<file path="config.mk">
export PLATFORM = sky130hd
export DESIGN_NAME = axi_burst_master
export DESIGN_NICKNAME = d
export VERILOG_FILES = /design/src/rtl/axi_pkg.sv /design/src/rtl/axi_burst_beat_cnt.sv /design/src/rtl/axi_burst_master.sv
export SDC_FILE = /design/constraint.sdc
export NUM_CORES = 1
export LEC_CHECK = 0
export BUFFER_PORTS_ARGS = -buffer_cell sky130_fd_sc_hd__clkbuf_2
export CAP_MARGIN = 20
export CORE_AREA = 2 2 121 123
export CTS_CLUSTER_DIAMETER = 80
export CTS_CLUSTER_SIZE = 25
export DETAILED_ROUTE_END_ITERATION = 7
export DIE_AREA = 0 0 123 125
export SYNTH_ARGS = -nofsm -noshare
export SYNTH_HDL_FRONTEND = slang
export SYNTH_HIERARCHICAL = 1
export SYNTH_SLANG_ARGS = --single-unit
</file>
<file path="constraint.sdc">
create_clock -name clock -period 2.4 [get_ports clock]
set_clock_uncertainty 0.15 [all_clocks]
set_input_delay 0.36 -clock clock [delete_from_list [all_inputs] [get_ports clock]]
set_output_delay 0.36 -clock clock [all_outputs]
set_load 0.05 [all_outputs]
</file>
<file path="src/rtl/axi_pkg.sv">
// axi_pkg: shared state encoding and AXI4 field constants for the burst master
// and its beat counter.
package axi_pkg;

   typedef enum logic [2:0] {
      IDLE,
      WADDR,
      WDATA,
      WRESP,
      RADDR,
      RDATA,
      DONE
   } state_t;

   localparam logic [1:0]  BURST_INCR  = 2'b01;
   localparam logic [2:0]  SIZE_4B     = 3'b010;
   localparam logic [1:0]  RESP_OKAY   = 2'b00;
   // One past the last byte offset of a 4 KiB page, in the 14-bit span arithmetic.
   localparam logic [13:0] BOUNDARY_4K = 14'd4096;

endpackage

</file>
<file path="src/rtl/axi_burst_beat_cnt.sv">
// axi_burst_beat_cnt: beat counter with last-beat compare, shared by the W and R
// paths since only one transaction is ever in flight.
module axi_burst_beat_cnt (
   input  logic       clock,
   input  logic       reset,
   input  logic       clr,
   input  logic       inc,
   input  logic [7:0] len,
   output logic       last
);

   logic [7:0] cnt;

   always_ff @(posedge clock or posedge reset) begin
      if (reset) begin
         cnt <= 8'd0;
      end else if (clr) begin
         cnt <= 8'd0;
      end else if (inc) begin
         cnt <= cnt + 8'd1;
      end
   end

   assign last = (cnt == len);

endmodule

</file>
<file path="src/rtl/axi_burst_master.sv">
// axi_burst_master: single-outstanding AXI4 INCR burst initiator for a local client.
// Optional: define AXI_BURST_MASTER_WCONCUR_EN to let W beats overlap the AW handshake.
module axi_burst_master
   import axi_pkg::*;
#(
   parameter logic [3:0] AXI_ID   = 4'h0,
   parameter bit         CHECK_4K = 1'b1
) (
   input  logic        clock,
   input  logic        reset,
   input  logic        req_valid,
   output logic        req_ready,
   input  logic        req_we,
   input  logic [31:0] req_addr,
   input  logic [7:0]  req_len,
   input  logic        wr_valid,
   output logic        wr_ready,
   input  logic [31:0] wr_data,
   input  logic [3:0]  wr_strb,
   output logic        rd_valid,
   input  logic        rd_ready,
   output logic [31:0] rd_data,
   output logic        rd_last,
   output logic        done_valid,
   output logic        done_err,
   output logic        out_awvalid,
   output logic [31:0] out_awaddr,
   output logic [3:0]  out_awid,
   output logic [7:0]  out_awlen,
   output logic [2:0]  out_awsize,
   output logic [1:0]  out_awburst,
   input  logic        out_awready,
   output logic        out_wvalid,
   output logic [31:0] out_wdata,
   output logic [3:0]  out_wstrb,
   output logic        out_wlast,
   input  logic        out_wready,
   input  logic        out_bvalid,
   input  logic [1:0]  out_bresp,
   input  logic [3:0]  out_bid,
   output logic        out_bready,
   output logic        out_arvalid,
   output logic [31:0] out_araddr,
   output logic [3:0]  out_arid,
   output logic [7:0]  out_arlen,
   output logic [2:0]  out_arsize,
   output logic [1:0]  out_arburst,
   input  logic        out_arready,
   input  logic        out_rvalid,
   input  logic [31:0] out_rdata,
   input  logic [1:0]  out_rresp,
   input  logic        out_rlast,
   input  logic [3:0]  out_rid,
   output logic        out_rready
);

   state_t      state;
   state_t      state_nx;
   logic [31:0] addr_q;
   logic [7:0]  len_q;
   logic        err_q;
   logic        err_nx;
   logic        accept;
   logic        bad_req;
   logic [13:0] span_end;
   logic        cnt_clr;
   logic        cnt_inc;
   logic        cnt_last;

   // Byte offset just past the burst within its page; > 4096 means a page crossing.
   assign span_end = {2'b00, req_addr[11:0]} + {4'b0000, req_len, 2'b00} + 14'd4;
   assign bad_req  = (req_addr[1:0] != 2'b00) || (CHECK_4K && (span_end > BOUNDARY_4K));
   assign accept   = (state == IDLE) && req_valid;

   assign out_awaddr  = addr_q;
   assign out_awlen   = len_q;
   assign out_awid    = AXI_ID;
   assign out_awsize  = SIZE_4B;
   assign out_awburst = BURST_INCR;
   assign out_araddr  = addr_q;
   assign out_arlen   = len_q;
   assign out_arid    = AXI_ID;
   assign out_arsize  = SIZE_4B;
   assign out_arburst = BURST_INCR;
   assign out_wdata   = wr_data;
   assign out_wstrb   = wr_strb;
   assign rd_data     = out_rdata;
   assign rd_last     = out_rlast;

   axi_burst_beat_cnt u_beat_cnt (
      .clock (clock),
      .reset (reset),
      .clr   (cnt_clr),
      .inc   (cnt_inc),
      .len   (len_q),
      .last  (cnt_last)
   );

   always_ff @(posedge clock or posedge reset) begin
      if (reset) begin
         state  <= IDLE;
         addr_q <= 32'd0;
         len_q  <= 8'd0;
         err_q  <= 1'b0;
      end else begin
         state <= state_nx;
         err_q <= err_nx;
         if (accept) begin
            addr_q <= req_addr;
            len_q  <= req_len;
         end
      end
   end

`ifdef AXI_BURST_MASTER_WCONCUR_EN
   logic aw_done_q;
   logic w_done_q;
   logic aw_done_nx;
   logic w_done_nx;

   always_ff @(posedge clock or posedge reset) begin
      if (reset) begin
         aw_done_q <= 1'b0;
         w_done_q  <= 1'b0;
      end else begin
         aw_done_q <= aw_done_nx;
         w_done_q  <= w_done_nx;
      end
   end
`endif

   always_comb begin
      state_nx    = state;
      err_nx      = err_q;
      cnt_clr     = 1'b0;
      cnt_inc     = 1'b0;
      req_ready   = 1'b0;
      wr_ready    = 1'b0;
      rd_valid    = 1'b0;
      done_valid  = 1'b0;
      done_err    = 1'b0;
      out_awvalid = 1'b0;
      out_wvalid  = 1'b0;
      out_wlast   = 1'b0;
      out_bready  = 1'b0;
      out_arvalid = 1'b0;
      out_rready  = 1'b0;
`ifdef AXI_BURST_MASTER_WCONCUR_EN
      aw_done_nx  = aw_done_q;
      w_done_nx   = w_done_q;
`endif

      case (state)
         IDLE: begin
            req_ready = 1'b1;
            if (req_valid) begin
               cnt_clr = 1'b1;
               err_nx  = 1'b0;
`ifdef AXI_BURST_MASTER_WCONCUR_EN
               aw_done_nx = 1'b0;
               w_done_nx  = 1'b0;
`endif
               if (bad_req) begin
                  err_nx   = 1'b1;
                  state_nx = DONE;
               end else begin
                  state_nx = req_we ? WADDR : RADDR;
               end
            end
         end

`ifdef AXI_BURST_MASTER_WCONCUR_EN
         // AW and W run side by side; each side latches its own completion.
         WADDR: begin
            out_awvalid = !aw_done_q;
            out_wvalid  = wr_valid && !w_done_q;
            wr_ready    = out_wready && !w_done_q;
            out_wlast   = cnt_last;
            if (out_awready) begin
               aw_done_nx = 1'b1;
            end
            if (wr_valid && out_wready && !w_done_q) begin
               cnt_inc = 1'b1;
               if (cnt_last) begin
                  w_done_nx = 1'b1;
               end
            end
            if (aw_done_nx && w_done_nx) begin
               state_nx = WRESP;
            end
         end
`else
         WADDR: begin
            out_awvalid = 1'b1;
            if (out_awready) begin
               state_nx = WDATA;
            end
         end
`endif

         WDATA: begin
            out_wvalid = wr_valid;
            wr_ready   = out_wready;
            out_wlast  = cnt_last;
            if (wr_valid && out_wready) begin
               cnt_inc = 1'b1;
               if (cnt_last) begin
                  state_nx = WRESP;
               end
            end
         end

         WRESP: begin
            out_bready = 1'b1;
            if (out_bvalid) begin
               if ((out_bresp != RESP_OKAY) || (out_bid != AXI_ID)) begin
                  err_nx = 1'b1;
               end
               state_nx = DONE;
            end
         end

         RADDR: begin
            out_arvalid = 1'b1;
            if (out_arready) begin
               state_nx = RDATA;
            end
         end

         // Beats past len keep flowing until the slave's rlast; a mismatch flags err.
         RDATA: begin
            out_rready = rd_ready;
            rd_valid   = out_rvalid;
            if (out_rvalid && rd_ready) begin
               cnt_inc = 1'b1;
               if ((out_rresp != RESP_OKAY) || (out_rid != AXI_ID) || (out_rlast != cnt_last)) begin
                  err_nx = 1'b1;
               end
               if (out_rlast) begin
                  state_nx = DONE;
               end
            end
         end

         DONE: begin
            done_valid = 1'b1;
            done_err   = err_q;
            state_nx   = IDLE;
         end

         default: begin
            state_nx = IDLE;
         end
      endcase
   end

endmodule
</file>
==> impl_metrics.py <==
metrics = {
    "status": {
        "status": "complete, no violations",
    },
    "floorplanning": {
        "die_y_um": 125,
        "core_area_mm2": 0.01420,
        "initial_core_util_pct": 27.44,
        "num_io_pins": 310,
        "die_area_mm2": 0.01538,
        "fp.dieW_um": 123,
        "core.rowCount": 44,
    },
    "logic_synthesis": {
        "synth_warnings": 6,
        "synth_cell_type_count": 49,
        "synth_xor_area_share_pct": 3.596,
        "synth_top_area_share_pct": 33.39,
        "syn_avg_cell_area_um2": 9.943,
        "synthAdderAreaFrac_pct": 5.971,
        "yosysSeqAreaShare_pct": 33.39,
        "synthSimpleGateAreaFrac_pct": 9.406,
        "synth_seq_cells": 52,
        "yosys.area.top_type": "dfrtp_1",
        "yosys-top-cells-area": "dfrtp_1, buf_4, mux2_2",
        "synth_top_family_by_area": "buffers and inverters",
        "synth-edff-count": 0,
        "synthMuxAreaShare_pct": 12.07,
        "netlist_area_mm2": 0.003897,
        "synth_compound_area_share_pct": 8.122,
        "ys.flop_type": "dfrtp_1",
        "syn-instance-count": 392,
        "async_flop_share_pct": 100.0,
    },
    "routing": {
        "drc": 0,
        "drt_iter0_drc": 55,
        "antenna_left": 0,
        "vias": 2876,
        "wire_per_inst_um": 14.25,
        "drt-pass1-iter-count": 4,
        "vias_per_cell": 4.404,
        "totalWireLength_mm": 9.306,
    },
    "power": {
        "p_per_area_mw_per_mm2": 1665,
        "leakagePower_nw": 2.240,
        "finalPower_mw": 7.596,
        "ir_drop_uv": 789.9,
    },
    "timing": {
        "rsz0062_at_grt": "true",
        "timing.fmax_ghz": 0.4331,
        "setup-tns-final_ps": 0,
        "setup_viol": 0,
        "maxSlewViolCount": 0,
        "hold_viol_final": 0,
        "finalCriticalPeriod_ps": 2309,
        "post-route-period-util_pct": 96.21,
    },
    "clock_network": {
        "clk_latency_ps": 300,
        "htree_levels": 2,
        "cts_tree": "done",
        "root_buffer": "clkbuf_16",
        "numCtsBuffers": 5,
        "cts.sinks": 52,
        "clk_pin_slew_ps": 70,
        "clk_path_buf_depth": 2,
    },
    "min_path": {
        "worstHoldStart": "req_addr[20]",
        "hold_class": "input port to flop",
    },
    "setup_path": {
        "r2r_start": "u_beat_cnt/cnt[0]$_DFFE_PP0P_",
        "critPathSlowestCell": "fa_2",
        "start_kind": "input port",
        "worstPathArrival_ps": 2340,
        "required_ps": 2430,
        "cp-startpoint": "req_addr[3]",
        "slowest_delay_ps": 520,
        "end_kind": "flop",
        "cp_max_fo": 2,
        "path_common_cell": "ha_4",
        "path_cells": "buf_8 > ha_4 > ha_4 > inv_4 > fa_2 > nand3b_1 > nor4_1 > and4_2 > nand3_2 > o22a_1",
        "worstSetupPathType": "input port to flop",
    },
    "cells_and_area": {
        "nNetsFinal": 618,
        "design_area_mm2": 0.004563,
        "syn_to_final_growth_pct": 17.08,
        "antennaDiodeCount": 0,
        "multiInputGateArea_mm2": 0.001700,
        "final_util_pct": 32.13,
        "regArea_mm2": 0.001301,
        "final_cells": 653,
        "drive_above_1_share_pct": 56.72,
        "n_fill_cell": 1487,
    },
    "placement": {
        "placedInstanceArea_mm2": 0.004260,
        "gp_congestion": 0.7802,
        "portBuffers": 155,
        "dp_hpwl_mm": 7.649,
        "dp_cells": 642,
    },
    "global_route": {
        "overflow": 0,
        "antenna_found_initial": 0,
        "grt_usage_pct": 11.97,
        "grt_first_pass_wirelength_mm": 14.33,
        "grt_max_degree": 45,
        "grt_pass1_vias": 2833,
    },
    "job": {
        "cap_violations": 0,
    },
}
[layer usage]
metal | up-vias | global-route usage [%] | part of all wire (%)
li1 | 1350 | - | -
met1 | 1377 | 13.74 | 38
met2 | 113 | 20.60 | 51
met3 | 36 | 2.692 | 6.3
met4 | 0 | 6.083 | 4.2
met5 | - | 0 | 0
[cells in the mapped netlist (5+ instances only)]
master	n
and2_1	6
xnor2_1	12
dfrtp_1	52
buf_4	132
ha_1	17
inv_1	9
nand4_1	5
nand3_1	7
buf_2	5
o21ai_0	9
nor2_1	17
mux2_2	40
nand2_1	9
a21oi_1	11
[critical path: cells and delay by family]
| family | cells | cell delay (ps) |
|---|---|---|
| buffers and inverters | 2 | 130 |
| AOI/OAI and AO/OA | 1 | 210 |
| adders and majority gates | 3 | 930 |
| and+or+nand+nor | 4 | 690 |
[final cells by class]
class	instances	share of cell area, %
well taps	184	5.045
repair buffers	192	24.05
clock buffers	5	2.742
flip-flops and latches	52	28.52
inverters	10	0.8774
multi-input cells	207	37.26
clock inverters	3	1.508
[placed cells by master (no fill, tap or decap), types with 5 or more instances in the layout]
master and instances:
clkbuf_2 153, dfrtp_1 52, mux2_2 40, buf_4 34, conb_1 18, nor2_1 16
ha_1 13, xnor2_1 12, a21oi_1 11, nand2_1 9, o21ai_0 9, nand3_1 7
inv_2 5, nand4_1 5, clkbuf_16 5
[report_power, final]
part	switching (mW)	internal (mW)
clock network	0.339	0.602
registers	0.303	1.28
logic	3.72	1.35
total	4.36	3.23
[state kept, by name, indices dropped and copies added (netlist names)]
register / flops
u_beat_cnt/cnt: 8
err_q: 1
state: 3
out_araddr: 32
out_arlen: 8
[logic make-up (layout without fill, tap and decap cells)]
kind of cell / Yosys count / count (layout)
AO/OA/AOI/OAI: 44 / 44
XOR/XNOR: 16 / 16
adder cells (fa/ha/maj): 18 / 18
buffers and inverters: 149 / 210
flip-flops: 52 / 52
multiplexers: 42 / 42
other: 2 / 18
AND/OR/NAND/NOR: 69 / 69
[worst paths after layout]
check,slack (ps),end,cells after the start
min reg2reg,390,out_araddr[14]$_DFFE_PP0P_,1
max in group asynchronous,1210,out_araddr[11]$_DFFE_PP0P_,4
min,140,out_araddr[20]$_DFFE_PP0P_,2
max,90,state[2]$_DFFE_PP0P_,10
min in group asynchronous,410,out_araddr[23]$_DFFE_PP0P_,3
max reg2reg,170,state[2]$_DFFE_PP0P_,9
[stage by stage]
step / setup WS (ps) / hold WS [ps]
2_1_floorplan: -22.93 / 25.66
3_3_place_gp: -265.0 / 192.0
3_5_place_dp: -339.2 / 193.8
4_1_cts: 13.83 / 132.5
5_1_grt: -41.05 / 136.3
6_report: 91.02 / 139.0
[repair_timing]
action,CTS,global route
setup endpoints to repair,2,7
gates resized for setup,2,19
pin swaps,3,8
setup buffers,0,1
hold buffers,1,0
hold endpoints to repair,8,0
(Power assumes the default switching activity.)
